`src/rtl/ffre_pkg.sv`:
```
// ffre_pkg: shared state encoding and CRC-8 constants/step function for the register readback.
//   state_t   : IDLE, SEND (data beats), CRCB (CRC beat), DONE (completion pulse)
//   crc8_step : one byte of CRC-8 (poly 0x07), MSB first, no reflection
package ffre_pkg;
    typedef enum logic [1:0] {IDLE, SEND, CRCB, DONE} state_t;
    localparam logic [7:0] CRC8_POLY = 8'h07;
    localparam logic [7:0] CRC8_INIT = 8'h00;
    function automatic logic [7:0] crc8_step(input logic [7:0] crc, input logic [7:0] data);
        logic [7:0] c;
        c = crc ^ data;
        for (int i = 0; i < 8; i++) c = c[7] ? {c[6:0], 1'b0} ^ CRC8_POLY : {c[6:0], 1'b0};
        return c;
    endfunction
endpackage

```
`src/rtl/ffre_readback_if.sv`:
```
// ffre_readback_if: request/stream bundle between a readback engine and its capture path.
//   start/snap_data : snapshot request and register bank contents (index 0 sent first)
//   out_*           : valid/ready beat stream, out_last marks the CRC beat
//   busy/done       : transfer in flight / one-cycle completion pulse
//   master = readback engine, slave = capture side
interface ffre_readback_if #(
    parameter int WIDTH   = 101,
    parameter int SHIFT_W = 8
);
    logic               start;
    logic [0:WIDTH-1]   snap_data;
    logic               out_valid;
    logic               out_ready;
    logic [SHIFT_W-1:0] out_data;
    logic               out_last;
    logic               busy;
    logic               done;
    modport master (input start, snap_data, out_ready, output out_valid, out_data, out_last, busy, done);
    modport slave (output start, snap_data, out_ready, input out_valid, out_data, out_last, busy, done);
endinterface

```
`src/rtl/ffre_crc8.sv`:
```
// ffre_crc8: running CRC-8 over a byte stream, one byte per enabled cycle.
//   clk/clr : clock, asynchronous active-low reset
//   i_clear : reload CRC8_INIT (wins over i_en)
//   i_en    : fold i_data into the CRC
//   o_crc   : current CRC value
module ffre_crc8
    import ffre_pkg::*;
(
    input  logic       clk,
    input  logic       clr,
    input  logic       i_clear,
    input  logic       i_en,
    input  logic [7:0] i_data,
    output logic [7:0] o_crc
);
    logic [7:0] r_crc;
    always_ff @(posedge clk or negedge clr)
        if (!clr) r_crc <= '0;
        else if (i_clear) r_crc <= CRC8_INIT;
        else if (i_en) r_crc <= crc8_step(r_crc, i_data);
    assign o_crc = r_crc;
endmodule

```
`src/rtl/ffre_readback.sv`:
```
// ffre_readback: snapshots a register bank and streams it out in SHIFT_W-bit beats plus a CRC-8 beat.
//   clk/clr : clock, asynchronous active-low reset (abandons any transfer)
//   bus     : ffre_readback_if master (start/snap_data in, beat stream and busy/done out)
module ffre_readback
    import ffre_pkg::*;
#(
    parameter int WIDTH   = 101,
    parameter int SHIFT_W = 8
) (
    input logic            clk,
    input logic            clr,
    ffre_readback_if.master bus
);
    localparam int NBEATS = (WIDTH + SHIFT_W - 1) / SHIFT_W;
    localparam int NBITS  = NBEATS * SHIFT_W;
    localparam int KW     = (NBEATS > 1) ? $clog2(NBEATS) : 1;
    localparam int PW     = (NBITS > 1) ? $clog2(NBITS) : 1;
    state_t             r_state, w_next;
    logic [0:WIDTH-1]   r_snap;
    logic [KW-1:0]      r_k;
    logic [0:NBITS-1]   w_pad;
    logic [PW-1:0]      w_base;
    logic [SHIFT_W-1:0] w_beat;
    logic [7:0]         w_crc;
    logic               w_accept, w_beat_hs, w_last_beat;
    assign w_accept    = (r_state == IDLE) && bus.start;
    assign w_beat_hs   = (r_state == SEND) && bus.out_ready;
    assign w_last_beat = (r_k == KW'(NBEATS - 1));
    // Pad to whole beats; the ascending range makes the lowest index land in the beat MSB.
    always_comb begin
        w_pad = '0;
        w_pad[0:WIDTH-1] = r_snap;
    end
    assign w_base = PW'(r_k * SHIFT_W);
    assign w_beat = w_pad[w_base +: SHIFT_W];
    ffre_crc8 u_crc (
        .clk     (clk),
        .clr     (clr),
        .i_clear (w_accept),
        .i_en    (w_beat_hs),
        .i_data  (8'(w_beat)),
        .o_crc   (w_crc)
    );
    always_ff @(posedge clk or negedge clr)
        if (!clr) r_state <= IDLE;
        else r_state <= w_next;
    // Counter parks on the last beat so the beat select never leaves the padded vector.
    always_ff @(posedge clk or negedge clr)
        if (!clr) begin
            r_snap <= '0;
            r_k    <= '0;
        end else if (w_accept) begin
            r_snap <= bus.snap_data;
            r_k    <= '0;
        end else if (w_beat_hs && !w_last_beat) r_k <= r_k + 1'b1;
    always_comb begin
        w_next        = r_state;
        bus.out_valid = 1'b0;
        bus.out_last  = 1'b0;
        bus.out_data  = '0;
        bus.done      = 1'b0;
        bus.busy      = (r_state != IDLE);
        case (r_state)
            IDLE: if (bus.start) w_next = SEND;
            SEND: begin
                bus.out_valid = 1'b1;
                bus.out_data  = w_beat;
                if (bus.out_ready && w_last_beat) w_next = CRCB;
            end
            CRCB: begin
                bus.out_valid = 1'b1;
                bus.out_last  = 1'b1;
                bus.out_data  = SHIFT_W'(w_crc);
                if (bus.out_ready) w_next = DONE;
            end
            DONE: begin
                bus.done = 1'b1;
                w_next   = IDLE;
            end
            default: w_next = IDLE;
        endcase
    end
endmodule

```
`src/flat_wrapper.sv`:
```
// flat-port wrapper written by rule: the top's interface ports become plain ports
module ffre_readback_flat import ffre_pkg::*;
#(
    parameter int WIDTH   = 101,
    parameter int SHIFT_W = 8
)
  (clk, clr, bus_start, bus_snap_data, bus_out_ready, bus_out_valid, bus_out_data, bus_out_last, bus_busy, bus_done);
  ffre_readback_if #(.WIDTH(WIDTH), .SHIFT_W(SHIFT_W)) bus_i ();
  input logic clk;
  input logic clr;
  input wire logic [$bits(bus_i.start)-1:0] bus_start;
  input wire logic [$bits(bus_i.snap_data)-1:0] bus_snap_data;
  input wire logic [$bits(bus_i.out_ready)-1:0] bus_out_ready;
  output wire logic [$bits(bus_i.out_valid)-1:0] bus_out_valid;
  output wire logic [$bits(bus_i.out_data)-1:0] bus_out_data;
  output wire logic [$bits(bus_i.out_last)-1:0] bus_out_last;
  output wire logic [$bits(bus_i.busy)-1:0] bus_busy;
  output wire logic [$bits(bus_i.done)-1:0] bus_done;
  assign bus_i.start = bus_start;
  assign bus_i.snap_data = bus_snap_data;
  assign bus_i.out_ready = bus_out_ready;
  assign bus_out_valid = bus_i.out_valid;
  assign bus_out_data = bus_i.out_data;
  assign bus_out_last = bus_i.out_last;
  assign bus_busy = bus_i.busy;
  assign bus_done = bus_i.done;
  ffre_readback #(.WIDTH(WIDTH), .SHIFT_W(SHIFT_W)) u_core (.clk(clk), .clr(clr), .bus(bus_i));
endmodule
```
`config.mk`:
```
export PLATFORM = sky130hd
export DESIGN_NAME = ffre_readback_flat
export DESIGN_NICKNAME = d
export VERILOG_FILES = /design/src/rtl/ffre_pkg.sv /design/src/rtl/ffre_readback_if.sv /design/src/rtl/ffre_crc8.sv /design/src/rtl/ffre_readback.sv /design/src/flat_wrapper.sv
export SDC_FILE = /design/constraint.sdc
export NUM_CORES = 1
export LEC_CHECK = 0
export BUFFER_PORTS_ARGS = -buffer_cell sky130_fd_sc_hd__buf_2
export CORE_ASPECT_RATIO = 1.1
export CORE_MARGIN = 4
export CORE_UTILIZATION = 40
export DETAILED_ROUTE_END_ITERATION = 16
export GPL_TIMING_DRIVEN = 0
export PLACE_DENSITY_LB_ADDON = 0.08
export SLEW_MARGIN = 20
export SYNTH_ARGS = -nofsm -noshare
export SYNTH_HDL_FRONTEND = slang
export SYNTH_HIERARCHICAL = 1
export SYNTH_SLANG_ARGS = --single-unit
```
`constraint.sdc`:
```
create_clock -name clk -period 6 [get_ports clk]
set_input_delay 0.3 -clock clk [delete_from_list [all_inputs] [get_ports clk]]
set_output_delay 0.3 -clock clk [all_outputs]
set_load 0.01 [all_outputs]
```
-- Yosys cells after proc, flatten, opt, wreduce, memory -nomap -nowiden
Cells that the tools add are included.
- output and inout bits: 12
- bits in registers: 115
- word-level logic and storage cells: 54
- input bits: 105
- bitwise operators: 10
- reduce and logical (&&, ||, !) cells: 11
- mux-type cells: 20
- shifts and indexed selects: 1
- add/sub/neg operators: 1
- equal/unequal tests: 7
- operator list (operator ; count):
    indexed part select 104 x 8 -> 105 bit ; 1
    two-way mux 3 bit ; 8
    inverter 3 bit ; 8
    two-way mux 8 bit ; 2
    case mux 8 bit (2 select lines) ; 1
    two-way mux 4 bit ; 2
    inverter 7 -> 8 bit ; 1
    case mux 2 bit (4 select lines) ; 1
    bitwise XOR 8 bit ; 1
    two-way mux 2 bit ; 3
    != test 2 bit (second input constant) ; 3
    nonzero test 2 bit ; 3
    adder 4 x 1 -> 4 bit (second input constant) ; 1
    == test 2 bit (second input constant) ; 2
    == test 4 bit (second input constant) ; 1
    logical AND 1 bit ; 4
    two-way mux 1 bit ; 3
    AND reduction 3 bit ; 1
    == test 2 x 1 -> 1 bit (second input constant) ; 1
    zero test 2 bit ; 1
    OR reduction 2 bit ; 1
    zero test 1 bit ; 1

-- Depth between registers and ports, before layout
Gate-level depths: netlist of the first run.
- word-level depth: 21
- gate-level depth with buffers: 9
- gate-level depth less buffers: 8

-- Cells and area by module
The synthesis of the first run kept the hierarchy.
- modules (own cells, without submodules) (module ; seq. area each (um2) ; area an instance (um2) ; times used ; cells an instance):
    ffre_readback ; 2677.6 ; 5149.9 ; 1 ; 358
    ffre_crc8 ; 200.2 ; 636.9 ; 1 ; 57

-- Worst setup path before layout of the first run
OpenSTA, ideal clock, no wires.
- kind: register to register
- from: register u_core.r_k[0]
- to: register u_core.u_crc.r_crc[2] (netlist: u_core/u_crc/o_crc[2])
- slack: 3.311 ns
- buffers on the path: 1
- stages on the path, launching flop included: 9
- arrival time: 2.611 ns
- required time: 5.922 ns
- library setup time: 0.078 ns
- cell sequence: dfrtp_1 -> buf_6 -> mux4_1 -> a22oi_1 -> nand2_1 -> xnor2_2 -> xnor3_1 -> or3_1 -> a21oi_1
- elaborated cells between the ends (all ways): 14
- classes of those cells: 1 x shift; 7 x mux; 6 x bitwise
- RTL lines (element ; line ; RTL):
    start: declaration ; ffre_readback.sv:20 ; logic [KW-1:0] r_k;
    start signal: assignment ; ffre_readback.sv:55 ; end else if (w_beat_hs && !w_last_beat) r_k <= r_k + 1'b1;
    inverter 7 -> 8 bit (not written as such) ; ffre_readback.sv:35 ; assign w_beat = w_pad[w_base +: SHIFT_W];
    indexed part select 104 x 8 -> 105 bit ; ffre_readback.sv:35 ;
    net u_core.w_beat[6] ; ffre_readback.sv:23 ; logic [SHIFT_W-1:0] w_beat;
    bitwise XOR 8 bit ; ffre_pkg.sv:10 ; c = crc ^ data;
    two-way mux 3 bit (2 in series) ; ffre_pkg.sv:11 ; for (int i = 0; i < 8; i++) c = c[7] ? {c[6:0], 1'b0} ^ CRC8_POLY : {c[6:0], 1'b0};
    two-way mux 8 bit ; ffre_crc8.sv:20 ; else if (i_en) r_crc <= crc8_step(r_crc, i_data);
    two-way mux 8 bit ; ffre_crc8.sv:19 ; else if (i_clear) r_crc <= CRC8_INIT;
    end signal: assignment ; ffre_crc8.sv:20 ;
    end: declaration ; ffre_crc8.sv:16 ; logic [7:0] r_crc;
The timed path passes the listed nets, and every way through them passes these cells. The select of a mux whose other input is x is not followed.
A chain may end at the register's enable or synchronous reset.

-- Final worst setup path of the first run
- from: register u_core.r_k[1]
- to: register u_core.u_crc.r_crc[2] (netlist: u_core/u_crc/o_crc[2])
Same word-level chain as after synthesis.

==> impl_metrics.json, run 1 <==
{
  "numPortBuffers": 116,
  "routedWlPerCell_um": 18.6,
  "start_util_pct": 41.3,
  "ios": 117,
  "dp_hpwl_um": 10500,
  "critical_path_class": "reg -> reg",
  "syn_avg_cell_area_um2": 13.9,
  "clkTransAtPathRegs_ns": 0.05,
  "met1_length_um": 6200,
  "wl_met3_um": 774,
  "hold_violations": 0,
  "finalMaxSlewViolations": 0,
  "outcome": "finished, final reports clean",
  "leakagePower_uw": 0.00328,
  "grt_usage_pct": 18.1,
  "worstPathRequired_ns": 6.33,
  "async_flop_share_pct": 100,
  "post_cts_buffers": 0,
  "finalSetupViolCount": 0,
  "syn-num-nets": 526,
  "grt_setup_unrepaired": "no",
  "die_w_um": 123,
  "synth_cell_types": 40,
  "period_share_pct": 53.8,
  "cts_resized": 0,
  "highest_layer": "met4",
  "antenna_cells": 0,
  "ys_top_cells_by_count": "dfrtp_1 (115), mux2_2 (101), nand2_1 (22)",
  "ant_nets": 0,
  "via_count": 3905,
  "path_delay_family": "XOR/XNOR gates",
  "ctsRootBufferMaster": "clkbuf_16",
  "drive_above_1_share_pct": 50.6,
  "routed_wl_um": 14000,
  "cp-end-kind": "register",
  "cts_htree_levels": 4,
  "slowest_stage": "clkbuf_1",
  "clock_latency_ns": 0.41,
  "antenna_found_initial": 0,
  "dieArea_mm2": 0.0165,
  "synthTopCellsByArea": "dfrtp_1 (50%), mux2_2 (20%), mux4_2 (5.1%)",
  "grt_pass1_wl_um": 22300,
  "cts_buffers": 17,
  "die_height_um": 134,
  "synth_cells": 415,
  "syn2layout_area_growth_pct": 26.1,
  "critical_path.max_stage_delay_ns": 0.56,
  "p_per_area_mw_per_mm2": 645,
  "design_area_mm2": 0.00729,
  "place_area_mm2": 0.00664,
  "numClockSinks": 115,
  "synth_area_leader_cell": "dfrtp_1",
  "fin_crit_ns": 3.23,
  "r2r_slack_ns": 2.77,
  "ys_seq_area_share_pct": 49.7,
  "ys_ff_latch": 115,
  "ys.flop_type": "dfrtp_1",
  "grt_pass1_vias": 4170,
  "first_pass_iters": 4,
  "yosysMostFrequentCell": "dfrtp_1",
  "crit_fanout": 10,
  "synth_warnings": 6,
  "drt_iter0_markers": 157,
  "total_power_uw": 4700,
  "syn_area_mm2": 0.00579,
  "cap_violations": 0,
  "grt_max_degree": 70,
  "tightest_slew_ns": 0.702,
  "cp-start-kind": "register",
  "cts_tree": "built",
  "synth_edf_count": 0,
  "vdd_drop_max_v": 0.000230,
  "core-area_mm2": 0.0140,
  "cts_hold_buf": 1,
  "finalClockSkew_ns": 0.00529,
  "fin_hold_ws_ns": 0.119,
  "crit_arrival_ns": 3.56,
  "synth_top_area_share_pct": 49.7,
  "via_per_inst": 5.19,
  "overflow": 0,
  "fmax_mhz": 310,
  "slew_headroom_pct": 53.2,
  "setup_tns_ns": 0,
  "gp_congestion": 0.807,
  "worstPathCellList": "clkbuf_1 -> mux4_1 -> a22oi_1 -> nand2_1 -> xnor2_2 -> xnor3_1 -> or3_1 -> a21oi_1",
  "fp-row-count": 45,
  "post-route-drc-count": 0,
  "final_nets": 663,
  "critPathBufInv": 1,
  "cts.path.max_buffers": 2,
  "min_path_type": "in -> reg",
  "wl_met2_um": 6770
}
layout by cell type (no fill, tap or decap), drive strengths merged, types with 6 or more instances in the layout:
cell type,count
inv,9
a21oi,13
mux4,21
ha,6
xnor2,16
mux2i,6
nand2,22
nor2,17
buf,136
dfrtp,115
clkbuf,30
mux2,103
nand3,6
power by group:
group / internal, uW / total [uW] / switching, uW / leakage [uW]
Clock: 749 / 1090 / 343 / 0.000316
Sequential: 1170 / 1380 / 212 / 0.00137
Combinational: 1240 / 2230 / 986 / 0.00159
registers in the layout (all words and copies together), names as in the netlist:
signal,flops
u_core/r_k,4
u_core/r_snap,101
u_core/r_state,2
u_core/u_crc/o_crc,8
layout make-up:
cell class	instances	area, um2
fill	1242	6730
sequential	115	2880
multi-input combinational	266	2730
timing repair buffer	118	624
clock buffer	24	502
tap	188	235
buffer	25	148
clock inverter	8	146
inverter	9	33.8
cells by family after synthesis:
family          count (synthesis)  synth area share [%]
compound gates                 46                  6.03
xor+xnor                       24                  5.25
fa+ha+maj                       6                  1.30
buf+inv                        34                  3.14
flops                         115                  49.7
mux                           130                  29.8
simple gates                   60                  4.78
final timing paths:
path                                        start  depth (start not counted)                    end
worst max-delay path                u_core/r_k[1]                          8  u_core/u_crc/o_crc[2]
worst min-delay path            bus_snap_data[83]                          2      u_core/r_snap[17]
worst max register to register      u_core/r_k[1]                          8  u_core/u_crc/o_crc[2]
worst min register to register  u_core/r_snap[26]                          1      u_core/r_snap[26]
max in group asynchronous                     clr                          3      u_core/r_snap[84]
min in group asynchronous                     clr                          2       u_core/r_snap[8]
per-stage QoR:
stage          setup WS [ns]  utilization, %  std cells
2_1_floorplan           3.31               -        415
3_3_place_gp            2.84            47.1        719
3_5_place_dp            2.82            47.3        720
4_1_cts                 2.80            52.0        753
5_1_grt                 2.65            52.0        753
6_report                2.77            52.0        753
worst register-to-register path: cells and delay by family (launching register included):
kind / cells / cell delay, ns
multiplexers: 1 / 0.43
flip-flops: 1 / 0.40
AO/OA/AOI/OAI: 2 / 0.44
buffers and inverters: 1 / 0.56
XOR/XNOR: 2 / 0.83
AND/OR/NAND/NOR: 2 / 0.47
layer usage:
layer,vias to the layer above,global-route usage (%)
li1,1805,-
met1,1979,24.0
met2,107,28.6
met3,14,4.85
met4,0,6.78
met5,-,0
Power figures use the tool's default switching activity.
==> run 2, diff against run 1 <==
- clock period: 6 -> 2.66 ns (I/O delays scaled with it)
==> run 2 against run 1 <==
Effect of this change: the flow now finishes with violations (negative setup slack); final cell count is 16% higher; utilization is 8.9 points higher; flip-flop and latch count is the same; non-clock buffer count rose by 120; clock power rose by 120%; register-to-register slack worse by 2.8 ns; first-iteration DRC count rose by 34%; global-route usage is 1.9 points higher; combinational power grew to 2.6 times the previous value; cell area increased by 17%; sequential share of layout area down 5.8 points; critical path type unchanged; largest cell class unchanged; largest power group unchanged.
==> impl_metrics.json, run 2 (synthesis gave the netlist of run 1 again) <==
{
  "outcome": "finished with violations",
  "violations": "negative setup slack",
  "p_per_area_mw_per_mm2": 1340,
  "first_pass_iters": 4,
  "whs_path_depth": 5,
  "numPortBuffers": 116,
  "cp-start-kind": "register",
  "cts_htree_levels": 4,
  "via_count": 4396,
  "layout_common_cells": "buf_2 (131), dfrtp_1 (114), dlygate4sd3_1 (102), mux2_2 (101), buf_4 (19)",
  "r2r-start": "u_core/r_k[0]",
  "gp_congestion": 0.784,
  "final_common_cell": "buf_2",
  "antenna_cells": 0,
  "finalClockSkew_ns": 0.0131,
  "fmax_mhz": 367,
  "hold_violations": 0,
  "ios": 117,
  "start_util_pct": 41.3,
  "top_register": "u_core/r_snap",
  "tightest_slew_ns": 0.525,
  "finalSetupViolCount": 4,
  "grt_setup_unrepaired": "yes",
  "dp_cells": 720,
  "cts_tree": "built",
  "period_share_pct": 102,
  "grt_usage_pct": 20.0,
  "worst_r2r_path_depth": 8,
  "drt_iter0_markers": 211,
  "crit_arrival_ns": 3.06,
  "hold_path.startpoint": "bus_out_ready",
  "cp-end-kind": "register",
  "numClockSinks": 115,
  "ant_nets": 0,
  "critical_path_class": "reg -> reg",
  "clkTransAtPathRegs_ns": 0.05,
  "final_nets": 783,
  "crit_fanout": 8,
  "clock_latency_ns": 0.42,
  "cts.path.max_buffers": 2,
  "cts_buffers": 17,
  "min_delay_worst_endpoint": "u_core/r_state[0]",
  "syn2layout_area_growth_pct": 47.7,
  "fin_util_pct": 60.9,
  "setup_tns_ns": -0.167,
  "fin_cells": 873,
  "fp-row-count": 45,
  "worstPathRequired_ns": 2.99,
  "dp_hpwl_um": 10400,
  "post-route-drc-count": 0,
  "worst_slack_ns": -0.0652,
  "core-area_mm2": 0.0140,
  "slew_headroom_pct": 65.0,
  "leakagePower_uw": 0.00382,
  "drive_above_1_share_pct": 47.7,
  "r2r_slack_ns": -0.07,
  "dieArea_mm2": 0.0165,
  "die_height_um": 134,
  "via_per_inst": 5.04,
  "min_path_type": "in -> reg",
  "total_power_uw": 11400,
  "antenna_found_initial": 0,
  "fin_crit_ns": 2.73,
  "routedWlPerCell_um": 17.8,
  "routed_wl_um": 15600,
  "grt_pass1_wl_um": 24800,
  "vdd_drop_max_v": 0.000542,
  "largest_reg_flops": 101,
  "fin_hold_ws_ns": 0.179,
  "grt_max_degree": 63,
  "cap_violations": 0,
  "reg2reg_to": "u_core/u_crc/o_crc[2]",
  "ctsRootBufferMaster": "clkbuf_16",
  "grt_pass1_vias": 4658,
  "die_w_um": 123,
  "finalMaxSlewViolations": 0,
  "overflow": 0
}
[run 2: cell types whose count changed in the layout (fill, tap and decap cells not counted), sizes merged]
cell,delta
buf,+21
clkbuf,-4
clkinv,+1
clkinvlp,+1
dlygate4sd3,+101
[run 2: per-stage QoR]
step	cell area [um2]	worst slack, ns
2_1_floorplan	5790	-0.0289
3_3_place_gp	6600	-0.488
3_5_place_dp	6640	-0.515
4_1_cts	8440	-0.0951
5_1_grt	8540	-0.189
6_report	8540	-0.0652
[run 2: worst max path at each step]
stage | startpoint | end | slack, ns | cells past startpoint
floorplan | u_core/r_k[0] | u_core/u_crc/o_crc[2] | -0.03 | 8
global placement | u_core/r_k[1] | u_core/u_crc/o_crc[2] | -0.49 | 8
detailed placement | u_core/r_k[1] | u_core/u_crc/o_crc[2] | -0.51 | 8
CTS | u_core/r_k[0] | u_core/u_crc/o_crc[2] | -0.1 | 9
global route | u_core/r_k[0] | u_core/u_crc/o_crc[4] | -0.19 | 10
finish | u_core/r_k[0] | u_core/u_crc/o_crc[2] | -0.07 | 8
[run 2: layout make-up]
class                      instances  area (um2)
fill                            1120        5480
sequential                       115        2880
multi-input combinational        266        2800
timing repair buffer             239        1810
clock buffer                      22         464
tap                              188         235
buffer                            24         164
clock inverter                    10         155
inverter                           9        33.8
[run 2: report_power, final]
group	total (uW)	internal (uW)	switching [uW]	leakage, uW
sequential	3150	2640	516	0.00137
clock	2400	1610	789	0.000300
combinational	5870	3440	2430	0.00215
[run 2: critical path, stage by stage, from the launching register on]
cell and delay (ns):
dfrtp_2 0.45, buf_12 0.17, mux4_2 0.54, nand2b_4 0.17
a22o_1 0.24, xor3_1 0.38, xnor3_1 0.22, or3_1 0.31
a21oi_1 0.15
[run 2: metal layers]
layer / vias to the layer above / GRT usage [%] / part of all wire, %
li1: 2035 / - / -
met1: 2212 / 25.3 / 44
met2: 127 / 33.0 / 49
met3: 22 / 4.72 / 4.4
met4: 0 / 8.09 / 2.4
met5: - / 0 / 0
[run 2: timing repair]
| action | 4_1_cts | 5_1_grt |
|---|---|---|
| setup buffers | 9 | 11 |
| resized for setup | 18 | 11 |
| endpoints found under the hold margin | 154 | 0 |
| endpoints found under the setup margin | 8 | 7 |
| pin swaps | 6 | 9 |
| hold buffers | 102 | 0 |
==> run 3, diff against run 2 <==
- ABC_AREA: default -> 1
==> run 3 against run 2 <==
Effect of this change: the flow now finishes without violations; final cell count rose by 46%; synthesized area is 4.1% higher; first-iteration DRC count rose by 72%; via count is 34% higher; synthesized cell count is 100% higher; clock-buffer cell count stayed put; wire length is 16% higher; flip-flop and latch count is the same; cell area increased by 0.48%; critical path type unchanged.
==> impl_metrics.json, run 3 <==
{
  "core-area_mm2": 0.0146,
  "first_pass_iters": 5,
  "min_path_type": "in -> reg",
  "cts_resized": 0,
  "syn2layout_area_growth_pct": 42.5,
  "outcome": "finished, final reports clean",
  "n_fill_cell": 1389,
  "antenna_cells": 0,
  "fin_util_pct": 58.7,
  "hold_violations": 0,
  "dp_hpwl_um": 12600,
  "antenna_found_initial": 0,
  "post-route-drc-count": 0,
  "ys.flop_type": "dfrtp_1",
  "layout_common_cells": "nand2_1 (365), buf_2 (132), dfrtp_1 (115), dlygate4sd3_1 (102), inv_1 (78)",
  "synthTopCellsByArea": "dfrtp_1 (48%), nand2_1 (23%), nand3_1 (6.1%)",
  "numPortBuffers": 116,
  "start_util_pct": 41.2,
  "grt_setup_unrepaired": "no",
  "worstPathRequired_ns": 3.01,
  "die_w_um": 125,
  "cp-end-kind": "register",
  "ys_top_cells_by_count": "nand2_1 (365), dfrtp_1 (115), inv_1 (78)",
  "synth_edf_count": 0,
  "grt_pass1_wl_um": 29700,
  "cts_tree": "built",
  "ant_nets": 0,
  "whs_path_depth": 4,
  "cts_buffers": 17,
  "p_per_area_mw_per_mm2": 1260,
  "gp_congestion": 0.803,
  "critical_path_class": "reg -> reg",
  "ios": 117,
  "place_area_mm2": 0.00688,
  "routedWlPerCell_um": 14.2,
  "async_flop_share_pct": 100,
  "cts_htree_levels": 4,
  "ys_ff_latch": 115,
  "syn_avg_cell_area_um2": 7.28,
  "final_nets": 1177,
  "finalSetupViolCount": 0,
  "worst_r2r_path_depth": 9,
  "grt_pass1_vias": 5930,
  "fin_hold_ws_ns": 0.120,
  "cap_violations": 0,
  "top_register": "u_core/r_snap",
  "drt_iter0_markers": 362,
  "synth_warnings": 6,
  "overflow": 0,
  "clkTransAtPathRegs_ns": 0.06,
  "finalClockSkew_ns": 0.0115,
  "synth_area_leader_cell": "dfrtp_1",
  "cp-start-kind": "register",
  "largest_reg_flops": 101,
  "vdd_drop_max_v": 0.000565,
  "final_common_cell": "nand2_1",
  "synth_top_area_share_pct": 47.8,
  "via_per_inst": 4.63,
  "crit_fanout": 11,
  "drive_above_1_share_pct": 18.3,
  "routed_wl_um": 18100,
  "fp-row-count": 46,
  "ctsRootBufferMaster": "clkbuf_16",
  "slew_headroom_pct": 62.9,
  "synth_cell_types": 29,
  "clock_latency_ns": 0.42,
  "tightest_slew_ns": 0.554,
  "leakagePower_uw": 0.00447,
  "crit_arrival_ns": 2.79,
  "cts.path.max_buffers": 2,
  "fmax_mhz": 409,
  "r2r_slack_ns": 0.22,
  "dieArea_mm2": 0.0171,
  "ys_seq_area_share_pct": 47.8,
  "fin_crit_ns": 2.44,
  "via_count": 5887,
  "syn_area_mm2": 0.00603,
  "grt_max_degree": 70,
  "synth_cells": 828,
  "design_area_mm2": 0.00859,
  "post_cts_buffers": 0,
  "grt_usage_pct": 22.1,
  "numClockSinks": 115,
  "yosysMostFrequentCell": "nand2_1",
  "finalMaxSlewViolations": 0,
  "period_share_pct": 91.9,
  "die_height_um": 137,
  "syn-num-nets": 939
}
## run 3: path summary, 6_finish.rpt
path                                              end         startpoint
worst max-delay path            u_core/u_crc/o_crc[6]  u_core/r_state[1]
worst min-delay path                u_core/r_state[1]          bus_start
worst max register to register  u_core/u_crc/o_crc[6]  u_core/r_state[1]
worst min register to register      u_core/r_snap[88]  u_core/r_snap[88]
max in group asynchronous           u_core/r_snap[76]                clr
min in group asynchronous           u_core/r_snap[18]                clr
## run 3: critical path, stage by stage, from the launching register on
cell      delay (ns)
dfrtp_1         0.40
inv_1           0.09
ha_1            0.22
nand2_1         0.09
clkinv_1        0.26
buf_2           0.32
buf_2           0.25
nor2_1          0.46
inv_1           0.11
o21ai_1         0.16
## run 3: layout make-up
| type | instances | area, um2 | share of cell area [%] |
|---|---|---|---|
| clock inverter | 10 | 200 | 2.33 |
| tap | 192 | 240 | 2.80 |
| buffer | 42 | 224 | 2.61 |
| inverter | 86 | 323 | 3.76 |
| sequential | 115 | 2880 | 33.5 |
| clock buffer | 22 | 484 | 5.64 |
| timing repair buffer | 219 | 1640 | 19.0 |
| multi-input combinational | 585 | 2600 | 30.3 |
## run 3: cells by family (layout without fill, tap and decap cells)
family	after synthesis	count (layout)	share of synthesized area (%)
buffers and inverters	128	379	9.07
and+or+nand+nor	485	485	32.9
AOI/OAI and AO/OA	85	85	7.21
xor gates and xnor gates	9	9	1.81
adders and majority gates	6	6	1.25
DFF	115	115	47.8
## run 3: metal layers
| layer | vias up | part of all wire (%) | GRT usage (%) |
|---|---|---|---|
| met3 | 26 | 5.2 | 4.76 |
| li1 | 3034 | - | - |
| met4 | 0 | 1.7 | 6.87 |
| met2 | 144 | 47 | 36.0 |
| met5 | - | 0 | 0 |
| met1 | 2683 | 46 | 29.9 |
## run 3: repair_timing
action                                 in CTS  in global routing
hold buffers                              102                  0
setup endpoints to repair                   0                  0
endpoints found under the hold margin     147                  0
## run 3: report_power, final
group | switching, uW | leakage [uW] | total (uW) | internal [uW]
registers | 373 | 0.00143 | 2950 | 2570
clock network | 802 | 0.000340 | 2650 | 1850
logic | 3350 | 0.00270 | 5210 | 1870
## run 3: metrics by stage
stage / cells / total power, uW / setup TNS, ns / setup WS, ns
floorplan: 828 / 6650 / 0 / 0.839
global route: 1271 / 11800 / 0 / 0.0194
CTS: 1271 / 10900 / 0 / 0.221
global placement: 1136 / 7970 / -7.06 / -0.0702
finish: 1271 / 10800 / 0 / 0.215
detailed placement: 1137 / 8060 / 0 / 0.233
